--- config.mk ---
export PLATFORM = sky130hd
export DESIGN_NAME = ahb_master
export DESIGN_NICKNAME = d
export VERILOG_FILES = /design/src/rtl/ahb_master.sv
export SDC_FILE = /design/constraint.sdc
export NUM_CORES = 1
export LEC_CHECK = 0
export ABC_AREA = 1
export CORE_MARGIN = 2
export CORE_UTILIZATION = 35
export CTS_CLUSTER_SIZE = 16
export DETAILED_ROUTE_END_ITERATION = 16
export HOLD_SLACK_MARGIN = 0.02
export PLACE_DENSITY_LB_ADDON = 0.25
export SLEW_MARGIN = 25
export SYNTH_ARGS = -nofsm -noshare
export SYNTH_HDL_FRONTEND = slang
export SYNTH_SLANG_ARGS = --single-unit
--- constraint.sdc ---
create_clock -name hclk -period 1.4 [get_ports hclk]
set_input_delay 0.28 -clock hclk [delete_from_list [all_inputs] [get_ports hclk]]
set_output_delay 0.28 -clock hclk [all_outputs]
set_load 0.05 [all_outputs]
--- src/rtl/ahb_master.sv ---
// Single-outstanding AHB-Lite master: turns a local req/ack handshake into one
// SINGLE NONSEQ transfer and reports completion with a one-cycle response pulse.
module ahb_master (
    input  logic        hclk,
    input  logic        hresetn,
    input  logic        req,
    input  logic        req_we,
    input  logic [31:0] req_addr,
    input  logic [31:0] req_wd,
    input  logic [2:0]  req_size,
    output logic        req_ack,
    output logic        resp_valid,
    output logic [31:0] resp_rd,
    output logic        resp_err,
    output logic [31:0] haddr,
    output logic [31:0] hwdata,
    input  logic [31:0] hrdata,
    output logic        hwrite,
    output logic [1:0]  htrans,
    output logic [2:0]  hsize,
    output logic [2:0]  hburst,
    input  logic [1:0]  hresp,
    input  logic        hready
);

    typedef enum logic [1:0] {StIdle, StAddr, StData} state_e;

    localparam logic [1:0] TransIdle   = 2'b00;
    localparam logic [1:0] TransNonseq = 2'b10;

    state_e      state_q, state_d;
    logic        we_q;
    logic [31:0] addr_q;
    logic [31:0] wd_q;
    logic [2:0]  size_q;
    logic [2:0]  size_d;
    logic        resp_valid_q;
    logic        resp_err_q;
    logic [31:0] resp_rd_q;
    logic        done;

    always_ff @(posedge hclk or negedge hresetn) begin
        if (!hresetn) begin
            state_q <= StIdle;
        end else begin
            state_q <= state_d;
        end
    end

    always_comb begin
        state_d = state_q;
        req_ack = 1'b0;
        htrans  = TransIdle;
        done    = 1'b0;
        unique case (state_q)
            StIdle: begin
                // Gate with reset so a held req cannot ack while the block is in reset.
                if (req && hresetn) begin
                    req_ack = 1'b1;
                    state_d = StAddr;
                end
            end
            StAddr: begin
                htrans = TransNonseq;
                if (hready) begin
                    state_d = StData;
                end
            end
            StData: begin
                if (hready) begin
                    done    = 1'b1;
                    state_d = StIdle;
                end
            end
            default: state_d = StIdle;
        endcase
    end

    // Sizes above a word are not supported on this 32-bit bus; issue them as a word.
    assign size_d = (req_size > 3'd2) ? 3'd2 : req_size;

    always_ff @(posedge hclk or negedge hresetn) begin
        if (!hresetn) begin
            we_q         <= 1'b0;
            addr_q       <= 32'h0;
            wd_q         <= 32'h0;
            size_q       <= 3'd0;
            resp_valid_q <= 1'b0;
            resp_err_q   <= 1'b0;
            resp_rd_q    <= 32'h0;
        end else begin
            resp_valid_q <= done;
            if (req_ack) begin
                we_q   <= req_we;
                addr_q <= req_addr;
                wd_q   <= req_wd;
                size_q <= size_d;
            end
            if (done) begin
                resp_err_q <= (hresp != 2'b00);
                if (!we_q) begin
                    resp_rd_q <= hrdata;
                end
            end
        end
    end

    assign haddr      = addr_q;
    assign hwdata     = wd_q;
    assign hwrite     = we_q;
    assign hsize      = size_q;
    assign hburst     = 3'b000;
    assign resp_valid = resp_valid_q;
    assign resp_err   = resp_err_q;
    assign resp_rd    = resp_rd_q;

endmodule

Word level (Yosys, flattened, before mapping):

Index checks and enable logic that the tools add are counted.

* register bits: 104
* bits of input ports: 106
* logic and storage cells: 30

* muxes and demuxes: 10
* magnitude comparators: 1
* equality and inequality tests: 5
* bitwise operators: 1
* reductions and logical operators: 5

Operators with widths (count)
* $mux 2: 4
* $ne 2x2->1 const B: 3
* $pmux 2 s3: 1
* $mux 1: 4
* $gt 3x2->1 const B: 1
* $mux 3: 1
* $reduce_and 3->1: 1
* $eq 2x1->1 const B: 1
* $eq 2x2->1 const B: 1
* $logic_not 2->1: 1
* $reduce_and 2->1: 1
* $reduce_bool 2->1: 1
* $logic_and 1x1->1: 1
* $not 1->1: 1

Longest topological paths before layout:

Gate-level depths: netlist of the first run.

* word-level depth: 3
* gate-level depth with buffers: 8
* mapped depth without buffers: 6

Least setup slack after synthesis of the first run:

No wires, ideal clock.

* path kind: register to register
* start point: register we_q (netlist: hwrite)
* end point: register resp_rd_q[12] (netlist: resp_rd[12])
* buffers on the path: 1
* setup time: 0.066 ns
* setup slack: 0.051 ns
* cell stages (with the launch flop): 6
* clock period less this slack: 1.349 ns
* arrival: 1.283 ns
* path through: dfrtp_1 -> inv_1 -> nand4_1 -> buf_2 -> nand2_1 -> nand2_1

* longest elaborated chain between the ends: 2

Ends and longest elaborated chain
* start: declaration: RTL line 32 `logic we_q;`
* start signal: assignment: RTL line 94 `we_q <= req_we;`
* $not 1->1 (no line)
* $reduce_and 2->1 (no line)
* end signal: assignment: RTL line 102 `resp_rd_q <= hrdata;`
* end: declaration: RTL line 39 `logic [31:0] resp_rd_q;`

Every way passes these cells.
A chain may end at the register's enable or synchronous reset.

Final worst setup path of the first run:

* start point: input req
* end point: output req_ack

* longest elaborated chain between the ends: 3

Ends and longest elaborated chain
* start: declaration: RTL line 6 `input logic req,`
* $logic_and 1x1->1: RTL line 58 `if (req && hresetn) begin`
* $mux 1: RTL line 58
* $mux 1: RTL line 55 `unique case (state_q)`
* end: declaration: RTL line 11 `output logic req_ack,`

Every way passes these cells.

==> results of run 1 <==
per-stage QoR:
step / hold slack, ns / cells / TNS, ns / instance area, um^2
floorplan: -0.0156 / 460 / 0 / 4100
finish: 0.0244 / 823 / -0.0243 / 7860
CTS: 0.0589 / 823 / -0.0796 / 7850
global placement: 0.420 / 804 / -8.94 / 7490
global route: 0.0690 / 823 / -0.177 / 7860
detailed placement: 0.431 / 804 / -7.70 / 7490
synthesized netlist by cell type:
library cell,n
o21ai_0,4
nor2_2,1
nand2_1,265
dfrtp_1,104
conb_1,1
clkbuf_1,6
buf_4,5
inv_1,8
buf_2,15
nand3b_1,1
a21oi_1,1
nand2_2,1
buf_6,4
nor2_1,5
inv_2,1
nand4_1,33
buf_1,2
where the power goes:
group / total (uW) / internal, uW / switching, uW
Clock: 2760 / 1670 / 1090
Sequential: 4790 / 3850 / 944
Combinational: 8140 / 3890 / 4250
logic make-up after synthesis:
kind of cell           after synthesis  synth area share (%)
DFF                                104                  63.6
and+or+nand+nor                    306                  30.3
AOI/OAI and AO/OA                    5                 0.611
buffers and inverters               41                  5.41
other                                1                0.0916
layer usage:
metal | wire, um | vias to the layer above | global-route usage, %
li1 | - | 1852 | -
met3 | 1290 | 16 | 7.83
met4 | 237 | 0 | 7.72
met5 | 0 | - | 0
met2 | 5750 | 157 | 32.4
met1 | 4860 | 1803 | 24.1
how the worst min path moves through the flow:
stage             from           to  slack [ns]  depth (start not counted)
6_report       hresetn  resp_rd[14]        0.02                          2
5_1_grt        hresetn  resp_rd[20]        0.07                          2
4_1_cts        hresetn  resp_rd[11]        0.06                          2
3_5_place_dp   hresetn  resp_rd[20]        0.43                          2
3_3_place_gp   hresetn  resp_rd[20]        0.42                          2
2_1_floorplan  hresetn     haddr[0]       -0.02                          0
timing repair:
item / 4_1_cts / 5_1_grt
setup endpoints to repair: 2 / 38
buffers inserted: 3 / 0
hold endpoints to repair: 0 / 0
gates cloned: 0 / 0
gates resized for setup: 2 / 3
pin swaps: 2 / 0
flip-flops by register name, indices dropped and copies added, names as in the netlist:
signal / flops
hwdata: 32
resp_err: 1
resp_rd: 32
hwrite: 1
resp_valid: 1
state_q: 2
haddr: 32
hsize: 3
area by class of cell:
cell class	instances	area, um^2	share of cell area [%]
inverters	9	36.3	0.462
multi-input cells	315	1280	16.3
clock buffers	12	256	3.26
clock inverters	4	76.3	0.971
repair buffers	236	3420	43.6
well taps	143	179	2.28
flip-flops and latches	104	2600	33.1
==> impl_results.md, run 1 <==
- # hold bufs at CTS: 0
- H-tree lvl count: 3
- Drt pass-1 iters: 4
- Antenna-violating nets left: 0
- Vias in the first global route: 4035
- Yosys reg bits: 104
- Worst-margin pin slew: 0.569 ns
- Mapped Area: 4090 um^2
- Commonest non-fill, non-tap cell in the layout: nand2_1
- Crit path DAT: 1.14 ns
- FP Rows: 39
- Core box area: 11400 um^2
- Crit path max fanout: 2
- Kind of cell adding the most delay to the critical path: buffers and inverters
- Final setup fails: 1
- DP HPWL: 9.01 mm
- Area leader, netlist: dfrtp_1
- DR iter-0 viols: 310
- Startpoint Class: input pin
- Cell count along the critical path: 6
- Final period util: 102%
- GRT Total Usage: 20.0%
- Cts bufs inserted: 9
- Worst R2R End: hwdata[14]
- Crit-path cells: clkdlybuf4s50_1, nand2_1, inv_1, nand2_2, inv_4, buf_12
- Worst Reg-to-Reg Cells: 7
- Clk_lat worst skew: 0.34 ns
- Vias per cell: 4.65
- Via count: 3828
- Worst Setup EP: req_ack
- Fin worst setup slack: -0.0243 ns
- Hold Crit Class: input pin to async pin
- GRT overflow: 0
- Clk slew on worst S/H paths: 0.07 ns
- Area growth syn-to-layout: 92.1%
- Clock Tree Root: clkbuf_16
- RSZ-0062 raised after global routing: true
- First-pass GRT wire length: 20.1 mm
- Final count of hold timing violations: 0
- Initial Util: 35.8%
- Failing checks: negative setup slack
- P_leak: 0.00387 uW
- Clock buffer depth: 2
- Peak VDD IR: 0.00131 V
- Clock Skew: 0.00510 ns
- Die width: 112 um
- Largest net degree at the start of global routing: 105
- Max-cap violations: 0
- CTS tree: done
- Cell Pwr Density: 2000 nW/um^2
- Die area: 12600 um^2
- Pre-CTS WS: -0.165 ns
- CTS Sinks: 104
- Crit Path Class: input pin to primary output
- CP max-delay cell: clkdlybuf4s50_1
- CP peak stage delay: 0.46 ns
- DR WL/cell: 14.7 um
- Fmax: 702 MHz
- Die H: 112 um
- Worst R2R Setup Slack: 0.12 ns
- Final #Nets: 781
- Rel. slew slack: 62.0%
- Most frequent cells in the layout: 264 x nand2_1, 111 x buf_12, 104 x dfrtp_1, 104 x clkdlybuf4s50_1, 33 x nand4_1
- Min cycle time layout: 1.42 ns
- Seq/Total Area, Yosys: 63.6%
- Ranking of synthesized cells by area: dfrtp_1 64%, nand2_1 24%, nand4_1 5.0%, buf_2 1.8%, buf_6 1.1%
- Post-layout power: 15700 uW
- Initial antenna violation count: 0
- Syn Inst Count: 457
- Worst R2R Start: state_q[1]
- Overall routed net length: 12.1 mm
- Total of fill cells in the finished design: 850
- Remaining DRCs: 0
- CP endpoint kind: primary output
- Mapped Avg Cell Area: 8.96 um^2
- Ratio of cells with drive above 1 in the final layout: 22.5%
- Crit. Startpoint: req
- Yosys warns: 0
- Fin. max-slew vios: 0
- IO buf count: 209
- Routability congestion estimate: 0.765
- Final core utilization: 68.8%
- Status: finished with violations
- CP Buf/Inv Count: 4
- Post-synth cell types: 17
- Antenna diodes: 0
- Num ports: 214
- Synth top area share: 63.6%
- WP data required: 1.12 ns
Note: power is estimated with default switching activity, not from simulation.
==> run 2: changes to the inputs <==
REMOVE_ABC_BUFFERS = 1   (was default)
==> run 2 against run 1 <==
The run still ends with negative setup slack left; combinational power hardly changed; final cell count fell by 0.49%; clock-buffer cell count increased by 2; largest cell class unchanged; final area shrank 0.75%; global-route usage is 0.27 points higher; power is 2.1% lower; critical path depth down 2; worst hold slack better by 0.033 ns; maximum frequency down 2.6%; non-clock buffer count shrank 4.
==> impl_results.md, run 2 (same netlist as run 1, synthesis figures left out) <==
- Largest net degree at the start of global routing: 105
- Overall routed net length: 12.6 mm
- Max-cap violations: 0
- Final #Nets: 777
- Area growth syn-to-layout: 90.6%
- Clk_lat worst skew: 0.33 ns
- Ratio of cells with drive above 1 in the final layout: 21.9%
- P_leak: 0.00385 uW
- Initial antenna violation count: 0
- DP HPWL: 9.20 mm
- Antenna diodes: 0
- Clk slew on worst S/H paths: 0.07 ns
- FP Rows: 39
- Fin worst setup slack: -0.0619 ns
- First-pass GRT wire length: 20.4 mm
- Cts bufs inserted: 9
- Final period util: 104%
- Final count of hold timing violations: 0
- Die H: 112 um
- Min cycle time layout: 1.46 ns
- CTS Sinks: 104
- Via count: 3853
- RSZ-0062 raised after global routing: true
- Drt pass-1 iters: 4
- Worst R2R Start: state_q[0]
- Commonest non-fill, non-tap cell in the layout: nand2_1
- Final setup fails: 2
- Worst R2R End: resp_err
- Rel. slew slack: 64.1%
- Crit path DAT: 1.18 ns
- Peak VDD IR: 0.00125 V
- Cell Pwr Density: 1970 nW/um^2
- Crit Path Class: flip-flop to primary output
- Vias per cell: 4.70
- IO buf count: 209
- Worst-margin pin slew: 0.538 ns
- Clock Skew: 0.00782 ns
- H-tree lvl count: 3
- GRT Total Usage: 20.2%
- Core box area: 11400 um^2
- Crit path max fanout: 2
- Clock Tree Root: clkbuf_16
- Vias in the first global route: 3952
- GRT overflow: 0
- Initial Util: 35.8%
- Worst R2R Setup Slack: 0.03 ns
- Final core utilization: 68.3%
- Setup TNS: -0.0677 ns
- Most frequent cells in the layout: 264 x nand2_1, 110 x buf_12, 104 x dfrtp_1, 104 x clkdlybuf4s50_1, 33 x nand4_1
- Worst Reg-to-Reg Cells: 7
- Fin. max-slew vios: 0
- WP data required: 1.12 ns
- Antenna-violating nets left: 0
- Die area: 12600 um^2
- DR iter-0 viols: 223
- Remaining DRCs: 0
- Hold Crit Class: input pin to async pin
- # hold bufs at CTS: 0
- Status: finished with violations
- DR WL/cell: 15.4 um
- Clock buffer depth: 2
- Routability congestion estimate: 0.775
- Die width: 112 um
- CTS tree: done
- Fmax: 684 MHz
- Startpoint Class: flip-flop
- CP endpoint kind: primary output
- Failing checks: negative setup slack
- Num ports: 214
run 2: layout make-up:
| class | count | area, um^2 |
|---|---|---|
| Tap cell | 143 | 179 |
| Clock buffer | 14 | 274 |
| Inverter | 9 | 36.3 |
| Timing Repair Buffer | 232 | 3410 |
| Fill cell | 864 | 3620 |
| Clock inverter | 2 | 12.5 |
| Multi-Input combinational cell | 315 | 1290 |
| Sequential cell | 104 | 2600 |
run 2: worst max-delay path by stage:
stage	startpoint	to	slack (ns)	cells past startpoint
after global routing	state_q[0]	req_ack	-0.11	4
final	state_q[0]	req_ack	-0.06	4
after global placement	req	hwdata[8]	-0.14	7
after floorplan	hwrite	resp_rd[0]	-0.97	4
after CTS	state_q[1]	req_ack	-0.06	4
after detailed placement	req	haddr[31]	-0.19	7
run 2: per-layer routing:
metal / routed length [um] / GRT usage (%)
met2: 6180 / 34.0
met4: 183 / 6.26
met5: 0 / 0
met1: 5050 / 24.5
met3: 1230 / 7.40
run 2: through the flow:
step | cells | worst slack, ns | hold slack, ns | instance area [um^2] | total power [uW]
after floorplan | 428 | -0.975 | -0.0156 | 3920 | 8140
after global placement | 797 | -0.137 | 0.444 | 7430 | 12900
after detailed placement | 797 | -0.188 | 0.445 | 7430 | 13000
after CTS | 818 | -0.0632 | 0.0843 | 7770 | 15500
after global routing | 819 | -0.115 | 0.0907 | 7800 | 16000
final | 819 | -0.0619 | 0.0577 | 7800 | 15400
run 2: critical path: stages (launching register included):
cell and delay, ns:
dfrtp_1 0.40, nor2_2 0.14, nand2_2 0.09, inv_4 0.08, buf_12 0.13
run 2: what timing repair did:
item	in CTS	in global routing
endpoints found under the setup margin	2	42
endpoints found under the hold margin	0	0
pin swaps	2	2
resized for setup	6	3
cloned	0	1
buffers inserted	5	1
run 2: power by group:
part / switching, uW / internal [uW]
Combinational: 4290 / 3880
Clock: 1050 / 1350
Sequential: 946 / 3850
==> run 3: changes to the inputs <==
CORE_MARGIN = default   (was 2)
==> run 3 against run 2 <==
First-iteration DRC count decreased by 14%; maximum frequency increased by 0.29%; the flow still finishes with violations (negative setup slack); flip-flop and latch count unchanged; critical path depth unchanged; wire length decreased by 5.0%; worst hold slack got worse by 0.023 ns; final cell count decreased by 0.24%; utilization decreased by 0.42 points; register-to-register slack improved by 0.07 ns; worst setup slack improved by 0.0042 ns; clock skew decreased by 0.0023 ns; clock-buffer cell count decreased by 2.
==> impl_results.md, run 3 (same netlist as run 1, synthesis figures left out) <==
- Status: finished with violations
- Failing checks: negative setup slack
- Worst R2R Setup Slack: 0.10 ns
- Worst Reg-to-Reg Cells: 6
- CTS tree: done
- Clock buffer depth: 2
- Peak VDD IR: 0.00129 V
- WP data required: 1.12 ns
- Num ports: 214
- Crit-path cells: nor2_2, nand2_2, inv_4, buf_12
- Core box area: 11400 um^2
- Max-cap violations: 0
- Clock Tree Root: clkbuf_16
- Final #Nets: 776
- Min cycle time layout: 1.46 ns
- Met2 routed WL: 5.59 mm
- Antenna diodes: 0
- Antenna-violating nets left: 0
- Die H: 110 um
- Commonest non-fill, non-tap cell in the layout: nand2_1
- Cts bufs inserted: 9
- Drt pass-1 iters: 4
- First-pass GRT wire length: 18.5 mm
- Initial Util: 35.8%
- Vias per cell: 4.61
- Crit path DAT: 1.18 ns
- Vias in the first global route: 3627
- Clock Skew: 0.00557 ns
- Fin worst setup slack: -0.0578 ns
- Pre-CTS WS: -0.122 ns
- Die width: 110 um
- # hold bufs at CTS: 0
- DP HPWL: 8.84 mm
- Fin. max-slew vios: 0
- Clk_lat worst skew: 0.33 ns
- Worst R2R End: hsize[0]
- Overall routed net length: 12.0 mm
- Met1 wire length: 4.82 mm
- Worst-margin pin slew: 0.543 ns
- Fmax: 686 MHz
- Worst R2R Start: state_q[0]
- Final count of hold timing violations: 0
- FP Rows: 39
- Via count: 3769
- Kind of cell adding the most delay to the critical path: flip-flops
- GRT overflow: 0
- Routability congestion estimate: 0.795
- CP Buf/Inv Count: 2
- Max layer used: met4
- GRT Total Usage: 20.0%
- P_leak: 0.00382 uW
- Crit. Startpoint: state_q[0]
- Routed met3 length: 1.43 mm
- Remaining DRCs: 0
- Dpl cells: 798
- Crit Path Class: flip-flop to primary output
- Startpoint Class: flip-flop
- Most frequent cells in the layout: 264 x nand2_1, 109 x buf_12, 104 x dfrtp_1, 104 x clkdlybuf4s50_1, 33 x nand4_1
- Ratio of cells with drive above 1 in the final layout: 21.7%
- Clk slew on worst S/H paths: 0.07 ns
- Rel. slew slack: 63.8%
- Final setup fails: 2
- Hold Crit Class: input pin to async pin
- CP endpoint kind: primary output
- DR WL/cell: 14.7 um
- CTS Sinks: 104
- IO buf count: 209
- Initial antenna violation count: 0
- H-tree lvl count: 3
- Crit path max fanout: 2
- Largest net degree at the start of global routing: 105
- RSZ-0062 raised after global routing: true
- Die area: 12100 um^2
- CP peak stage delay: 0.40 ns
- Non-Filler Instances: 817
- Area growth syn-to-layout: 89.5%
- Cell Pwr Density: 1980 nW/um^2
- CP max-delay cell: dfrtp_1
- Final period util: 104%
- DR iter-0 viols: 191
## run 3: layout make-up
class / instances / area, um^2
Sequential cell: 104 / 2600
Clock inverter: 3 / 42.5
Inverter: 9 / 36.3
Clock buffer: 12 / 246
Fill cell: 844 / 3660
Multi-Input combinational cell: 315 / 1280
Tap cell: 143 / 179
Timing Repair Buffer: 231 / 3360
## run 3: timing repair
| item | in CTS | in global routing |
|---|---|---|
| buffers inserted | 4 | 0 |
| pin swaps | 2 | 2 |
| setup endpoints to repair | 2 | 2 |
| resized for setup | 5 | 0 |
## run 3: per-stage QoR
stage                     setup TNS [ns]  util (%)  area, um^2  hold slack (ns)  total power, uW
after floorplan                   -83.78         -        3920          -0.0156             8140
after global placement             -5.38      65.0        7420            0.429            12900
after detailed placement           -6.34      65.0        7420            0.431            13000
after CTS                        -0.0975      67.9        7750           0.0665            15500
after global routing              -0.178      67.9        7750           0.0913            16000
final                            -0.0581      67.9        7750           0.0348            15400
## run 3: layer usage
metal  up-vias  GRT usage (%)
li1       1839              -
met1      1755           24.6
met2       161           32.5
met3        14           7.47
met4         0           6.77
met5         -              0
## run 3: power breakdown
part	internal, uW	switching (uW)	leakage [uW]
logic	3860	4260	0.00238
registers	3850	944	0.00130
clock network	1420	1050	0.000139
total	9130	6250	0.00382
## run 3: how the worst max path moves through the flow
stage               slack, ns          to  depth (start not counted)
floorplan               -0.97  resp_rd[0]                          4
global placement        -0.09     req_ack                          6
detailed placement      -0.12   haddr[26]                          8
CTS                     -0.08     req_ack                          4
global route            -0.11     req_ack                          4
finish                  -0.06     req_ack                          4
